File: src/rtl/bcd_updown_counter_mod.sv
// Loadable BCD up/down counter with wrap at 0 and MAX_VALUE, carry/borrow pulses
// for cascading time fields, and load validation against the terminal count.
module bcd_updown_counter_mod #(
    parameter int DIGITS    = 2,
    parameter int MAX_VALUE = 59
) (
    input  logic                  clk,
    input  logic                  reset_p,
    input  logic                  clk_time,
    input  logic                  up_down,
    input  logic                  clear,
    input  logic                  load_enable,
    input  logic [4*DIGITS-1:0]   set_value,
    output logic [4*DIGITS-1:0]   bcd_out,
    output logic                  carry_out,
    output logic                  borrow_out,
    output logic                  load_err
);

    localparam int W = 4 * DIGITS;

    if (DIGITS < 1 || DIGITS > 4) begin : g_bad_digits
        $error("bcd_updown_counter_mod: DIGITS must be 1..4");
    end
    if (MAX_VALUE < 1 || MAX_VALUE > (10 ** DIGITS) - 1) begin : g_bad_max
        $error("bcd_updown_counter_mod: MAX_VALUE must be 1..10**DIGITS-1");
    end

    function automatic logic [W-1:0] to_bcd(input int value);
        logic [W-1:0] r;
        int           t;
        r = '0;
        t = value;
        for (int i = 0; i < DIGITS; i++) begin
            r[4*i +: 4] = 4'(t % 10);
            t = t / 10;
        end
        return r;
    endfunction

    function automatic logic digits_ok(input logic [W-1:0] v);
        logic ok;
        ok = 1'b1;
        for (int i = 0; i < DIGITS; i++) begin
            if (v[4*i +: 4] > 4'd9) ok = 1'b0;
        end
        return ok;
    endfunction

    function automatic logic [W-1:0] bcd_inc(input logic [W-1:0] v);
        logic [W-1:0] r;
        logic         c;
        r = v;
        c = 1'b1;
        for (int i = 0; i < DIGITS; i++) begin
            if (c) begin
                if (v[4*i +: 4] == 4'd9) begin
                    r[4*i +: 4] = 4'd0;
                end else begin
                    r[4*i +: 4] = v[4*i +: 4] + 4'd1;
                    c = 1'b0;
                end
            end
        end
        return r;
    endfunction

    function automatic logic [W-1:0] bcd_dec(input logic [W-1:0] v);
        logic [W-1:0] r;
        logic         b;
        r = v;
        b = 1'b1;
        for (int i = 0; i < DIGITS; i++) begin
            if (b) begin
                if (v[4*i +: 4] == 4'd0) begin
                    r[4*i +: 4] = 4'd9;
                end else begin
                    r[4*i +: 4] = v[4*i +: 4] - 4'd1;
                    b = 1'b0;
                end
            end
        end
        return r;
    endfunction

    localparam logic [W-1:0] MAX_BCD = to_bcd(MAX_VALUE);

    logic [W-1:0] cnt_q, cnt_d;
    logic         carry_q, carry_d;
    logic         borrow_q, borrow_d;
    logic         err_q, err_d;
    logic         load_valid;

    // With all digits <= 9, BCD ordering equals decimal ordering, so a plain
    // unsigned compare against MAX_BCD is enough.
    assign load_valid = digits_ok(set_value) && (set_value <= MAX_BCD);

    always_comb begin
        cnt_d    = cnt_q;
        carry_d  = 1'b0;
        borrow_d = 1'b0;
        err_d    = 1'b0;
        if (clear) begin
            cnt_d = '0;
        end else if (load_enable) begin
            if (load_valid) cnt_d = set_value;
            else            err_d = 1'b1;
        end else if (clk_time) begin
            if (up_down) begin
                if (cnt_q == MAX_BCD) begin
                    cnt_d   = '0;
                    carry_d = 1'b1;
                end else begin
                    cnt_d = bcd_inc(cnt_q);
                end
            end else begin
                if (cnt_q == '0) begin
                    cnt_d    = MAX_BCD;
                    borrow_d = 1'b1;
                end else begin
                    cnt_d = bcd_dec(cnt_q);
                end
            end
        end
    end

    always_ff @(posedge clk or posedge reset_p) begin
        if (reset_p) begin
            cnt_q    <= '0;
            carry_q  <= 1'b0;
            borrow_q <= 1'b0;
            err_q    <= 1'b0;
        end else begin
            cnt_q    <= cnt_d;
            carry_q  <= carry_d;
            borrow_q <= borrow_d;
            err_q    <= err_d;
        end
    end

    assign bcd_out    = cnt_q;
    assign carry_out  = carry_q;
    assign borrow_out = borrow_q;
    assign load_err   = err_q;

endmodule

File: config.mk
export PLATFORM = sky130hd
export DESIGN_NAME = bcd_updown_counter_mod
export DESIGN_NICKNAME = d
export VERILOG_FILES = /design/src/rtl/bcd_updown_counter_mod.sv
export SDC_FILE = /design/constraint.sdc
export NUM_CORES = 1
export LEC_CHECK = 0
export BUFFER_PORTS_ARGS = -buffer_cell sky130_fd_sc_hd__buf_4
export CORE_MARGIN = 2
export CORE_UTILIZATION = 54
export CTS_BUF_LIST = sky130_fd_sc_hd__clkbuf_8
export DETAILED_ROUTE_END_ITERATION = 16
export PLACE_DENSITY = 0.77
export SYNTH_ARGS = -nofsm -noshare
export SYNTH_HDL_FRONTEND = slang
export SYNTH_SLANG_ARGS = --single-unit
File: constraint.sdc
create_clock -name clk -period 4.7 [get_ports clk]
set_clock_uncertainty 0.1 [all_clocks]
set_input_delay 1.175 -clock clk [delete_from_list [all_inputs] [get_ports clk]]
set_output_delay 1.175 -clock clk [all_outputs]
set_load 0.05 [all_outputs]
# --- Yosys cells after proc, flatten, opt, wreduce, memory -nomap -nowiden ---
# Cells that the tools add are included.
classes:
  order_cmp: 3
  reduce_logical: 8
  addsub: 4
  n_mux: 40
  n_eq_ne: 5
op_table:
  columns: ["operator", "n"]
  rows:
  - ["8-bit two-way mux", 7]
  - ["1-bit two-way mux", 27]
  - ["4-bit two-way mux", 6]
  - ["4-bit by 1-bit adder with 4-bit output, second input constant", 2]
  - ["4-bit equality test, second input constant", 2]
  - ["8-bit by 7-bit equality test with 1-bit output, second input constant", 1]
  - ["4-bit > comparator, second input constant", 2]
  - ["8-bit by 7-bit <= comparator with 1-bit output, second input constant", 1]
  - ["4-bit logical NOT", 2]
  - ["8-bit logical NOT", 1]
  - ["4-bit by 1-bit subtractor with 4-bit output, second input constant", 2]
  - ["5-bit by 1-bit != test with 1-bit output, second input constant", 1]
  - ["5-bit nonzero test", 1]
  - ["4-bit AND reduction", 1]
  - ["3-bit by 2-bit != test with 1-bit output, second input constant", 1]
  - ["3-bit nonzero test", 1]
  - ["2-bit AND reduction", 1]
  - ["1-bit logical AND", 1]
totals:
  inputBits: 14
  regBits: 11
  elab_cells: 65

# --- Longest topological paths before layout ---
logic_depth:
  ltp_word: 13
  depth_mapped: 7

# --- Worst setup path before layout ---
# OpenSTA, ideal clock, no wires.
synth_timing:
  kind: "input to register"
  startpoint: "input port load_enable"
  endpoint: "register cnt_q[2] (netlist: bcd_out[2])"
  path_stages: 6
  required_ns: 4.489
  setup_time_ns: 0.111
  arrival_time_ns: 2.169
  path_slack_ns: 2.320
  cell_sequence: "buf_2 > nor2b_2 > a311oi_2 > nor2_1 > nor2_1 > a2111oi_2"
synth_between:
  elab_chain_cells: 2
synth_lines:
  columns: ["element", "line", "text"]
  rows:
  - ["start, declared", "12", "input logic load_enable,"]
  - ["3-bit by 2-bit != test with 1-bit output (no line) (tied with other cells)", null, null]
  - ["2-bit AND reduction (no line) / 8-bit two-way mux (equally long branches)", null, null]
  - ["end signal, assigned", "134", "cnt_q <= cnt_d;"]
  - ["end, declared", "88", "logic [W-1:0] cnt_q, cnt_d;"]
# Parallel ways exist; a longest one is shown, timed or not.
# A chain may end at the register's enable or synchronous reset.

# --- Final worst setup path ---
layout_timing:
  startpoint: "register cnt_q[2] (netlist: bcd_out[2])"
  endpoint: "output port bcd_out[2]"
layout_rtl:
  columns: ["element", "line", "text"]
  rows:
  - ["end, declared", "14", "output logic [4*DIGITS-1:0] bcd_out,"]
# No word-level cell between the ends.

==> results.py <==
metrics = {
    "outcome": {
        "status": "finished, final reports clean",
    },
    "floorplanning": {
        "die_height_um": 48.3,
        "initial_core_util": 0.556,
        "row_count": 16,
        "dieArea_mm2": 0.00233,
        "io_pins": 25,
        "die_w_um": 48.3,
        "coreArea_mm2": 0.00190,
    },
    "worst_setup_path": {
        "cp_data_required_time_ns": 3.42,
        "worstRegToRegCells": 7,
        "cp_data_arrival_time_ns": 1.12,
        "worstSetupPathType": "flip-flop to output port",
        "slowest_delay_ns": 0.60,
        "r2r_slack_ns": 2.53,
        "start_kind": "flip-flop",
        "crit_buf_inv": 1,
        "cp_slowest_cell": "dfrtp_1",
        "endpoint_kind": "output port",
        "crit_fanout": 10,
        "r2r_start": "bcd_out[0]",
        "crit_chain": "buf_4",
        "r2r_end": "bcd_out[7]",
        "cp_top_family": "flip-flops",
        "crit_start": "bcd_out[2]",
    },
    "synthesis": {
        "synth.avg_cell_area_um2": 8.81,
        "syn-num-nets": 138,
        "synth_top_area_frac": 0.260,
        "synth_ff_type": "dfrtp_1",
        "ys_seq_area_frac": 0.260,
        "synth-edff-count": 0,
        "syn_area_mm2": 0.00106,
        "syn_inst": 120,
        "ys_seq_elements": 11,
        "synthTopCellsByArea": "dfrtp_1, a2111oi_2, ha_1",
        "synthArstFlopShare": 1.00,
        "ys_types": 49,
        "synth_area_leader_cell": "dfrtp_1",
        "yosys_warnings": 0,
    },
    "clock_tree": {
        "cts_buffers": 3,
        "cts_hold_repair.buffers": 0,
        "clockRootBuffer": "clkbuf_8",
        "ctsResizeCount": 0,
        "htreeDepth": 1,
        "cts.path.max_buffers": 2,
        "post_cts_buffers": 0,
        "numClockSinks": 11,
        "cts_tree": "yes",
        "cts.reportedPaths.clkPinSlew_ns": 0.05,
        "clkLatencyLatePin_ns": 0.24,
    },
    "timing": {
        "finalSetupViolCount": 0,
        "period_needed_ns": 2.40,
        "worst_pin_slew_ns": 0.545,
        "fin_crit_sh": 0.510,
        "slew_headroom": 0.637,
        "hold_violations": 0,
        "slew_viol_final": 0,
        "rsz0062_at_grt": "no",
        "max_freq_mhz": 417,
        "fin_tns_setup_ns": 0,
    },
    "min_path": {
        "min_path_type": "flip-flop to flip-flop",
        "worst_hold_path.num_cells": 2,
        "hold_start": "bcd_out[1]",
        "holdPathEnd": "bcd_out[1]",
    },
    "placed_design": {
        "dp_hpwl_mm": 1.76,
        "place_congestion": 0.821,
        "numPortBuffers": 24,
    },
    "cells_and_area": {
        "final_nets": 158,
        "final_common_cell": "buf_4",
        "drive_gt1_frac": 0.302,
        "num_antenna_cells": 0,
        "fillCellCount": 167,
        "area_growth_pct": 18.5,
        "layout_common_cells": "buf_4, nor2_1, dfrtp_1",
    },
    "drt": {
        "viasPerCell": 5.84,
        "drtAntennaViolNets": 0,
        "totalWireLength_mm": 2.34,
        "dr.first_iter.drc_count": 22,
        "drc": 0,
        "dr.pass1.iters": 4,
        "vias": 970,
        "wire_per_inst_um": 14.1,
    },
    "global_routing": {
        "grt_max_degree": 21,
        "grt_usage": 0.232,
        "overflow": 0,
        "antenna_found_initial": 0,
        "grt_pass1_vias": 835,
        "grt_pass1_wl_mm": 3.70,
    },
    "power_and_ir_drop": {
        "finalPower_uw": 368,
        "power.density_mw_per_mm2": 294,
        "vdd_ir_drop_max_uv": 277,
        "p_leak_nw": 0.563,
    },
    "flow_run": {
        "cap_violations": 0,
    },
}
==> registers in the layout, summed over array words and instances (netlist names) <==
| name | cells |
|---|---|
| load_err | 1 |
| carry_out | 1 |
| bcd_out | 8 |
| borrow_out | 1 |
==> cells by family (layout without fill, tap and decap cells) <==
family	after synthesis	in the layout	synth area share
muxes	2	2	0.0201
adders and majority gates	4	4	0.0473
buffers and inverters	18	37	0.0923
DFF	11	11	0.260
and+or+nand+nor	48	48	0.272
xor gates and xnor gates	2	2	0.0166
AOI/OAI and AO/OA	35	35	0.291
==> synth_stat cells (2+ instances only) <==
library cell,count
buf_4,3
nand3b_1,2
nand2b_1,4
inv_1,9
o211ai_1,2
nor2b_1,2
buf_6,2
dfrtp_1,11
a22oi_1,2
nor3_1,6
ha_1,4
a21oi_1,9
or3b_1,2
nand2_1,9
o21ai_0,3
buf_2,3
a2111oi_2,4
nor2_1,12
==> area by class of cell <==
class | instances | area [um^2] | share of cell area
Sequential cell | 11 | 275 | 0.220
Timing Repair Buffer | 24 | 180 | 0.144
Clock buffer | 3 | 41.3 | 0.0330
Multi-Input combinational cell | 91 | 684 | 0.546
Tap cell | 27 | 33.8 | 0.0270
Clock inverter | 1 | 3.75 | 0.00300
Inverter | 9 | 33.8 | 0.0270
==> per-layer routing <==
metal / vias to the layer above / part of all wire / global-route usage / routed length, um
met5: - / 0 / 0 / 0
met4: 0 / 0.028 / 0.108 / 65
met3: 6 / 0.051 / 0.0593 / 119
met2: 28 / 0.50 / 0.371 / 1160
met1: 461 / 0.43 / 0.291 / 994
li1: 475 / - / - / -
==> through the flow <==
stage	hold WS (ns)	setup slack, ns	std cells	cell area [um^2]	utilization
global placement	0.520	2.08	162	1210	0.635
finish	0.542	2.30	166	1250	0.659
detailed placement	0.529	2.09	162	1210	0.635
floorplan	0.717	2.32	120	1060	-
global route	0.600	2.18	166	1250	0.659
CTS	0.539	2.29	166	1250	0.659
==> tightest hold or removal path, stage by stage, from the launching register on <==
cell     delay, ns
dfrtp_1       0.45
nand2_1       0.10
o31ai_2       0.06
==> report_power, final <==
group | switching [mW] | internal, mW | total [mW]
registers | 0.0240 | 0.104 | 0.128
logic | 0.0889 | 0.0605 | 0.149
clock network | 0.0335 | 0.0571 | 0.0907
==> how the worst max path moves through the flow <==
| stage | endpoint | cells after the start |
|---|---|---|
| finish | bcd_out[2] | 1 |
| global route | bcd_out[4] | 6 |
| CTS | bcd_out[2] | 1 |
| detailed placement | bcd_out[7] | 6 |
| global placement | bcd_out[4] | 6 |
| floorplan | bcd_out[2] | 6 |
Power figures use the tool's default switching activity.
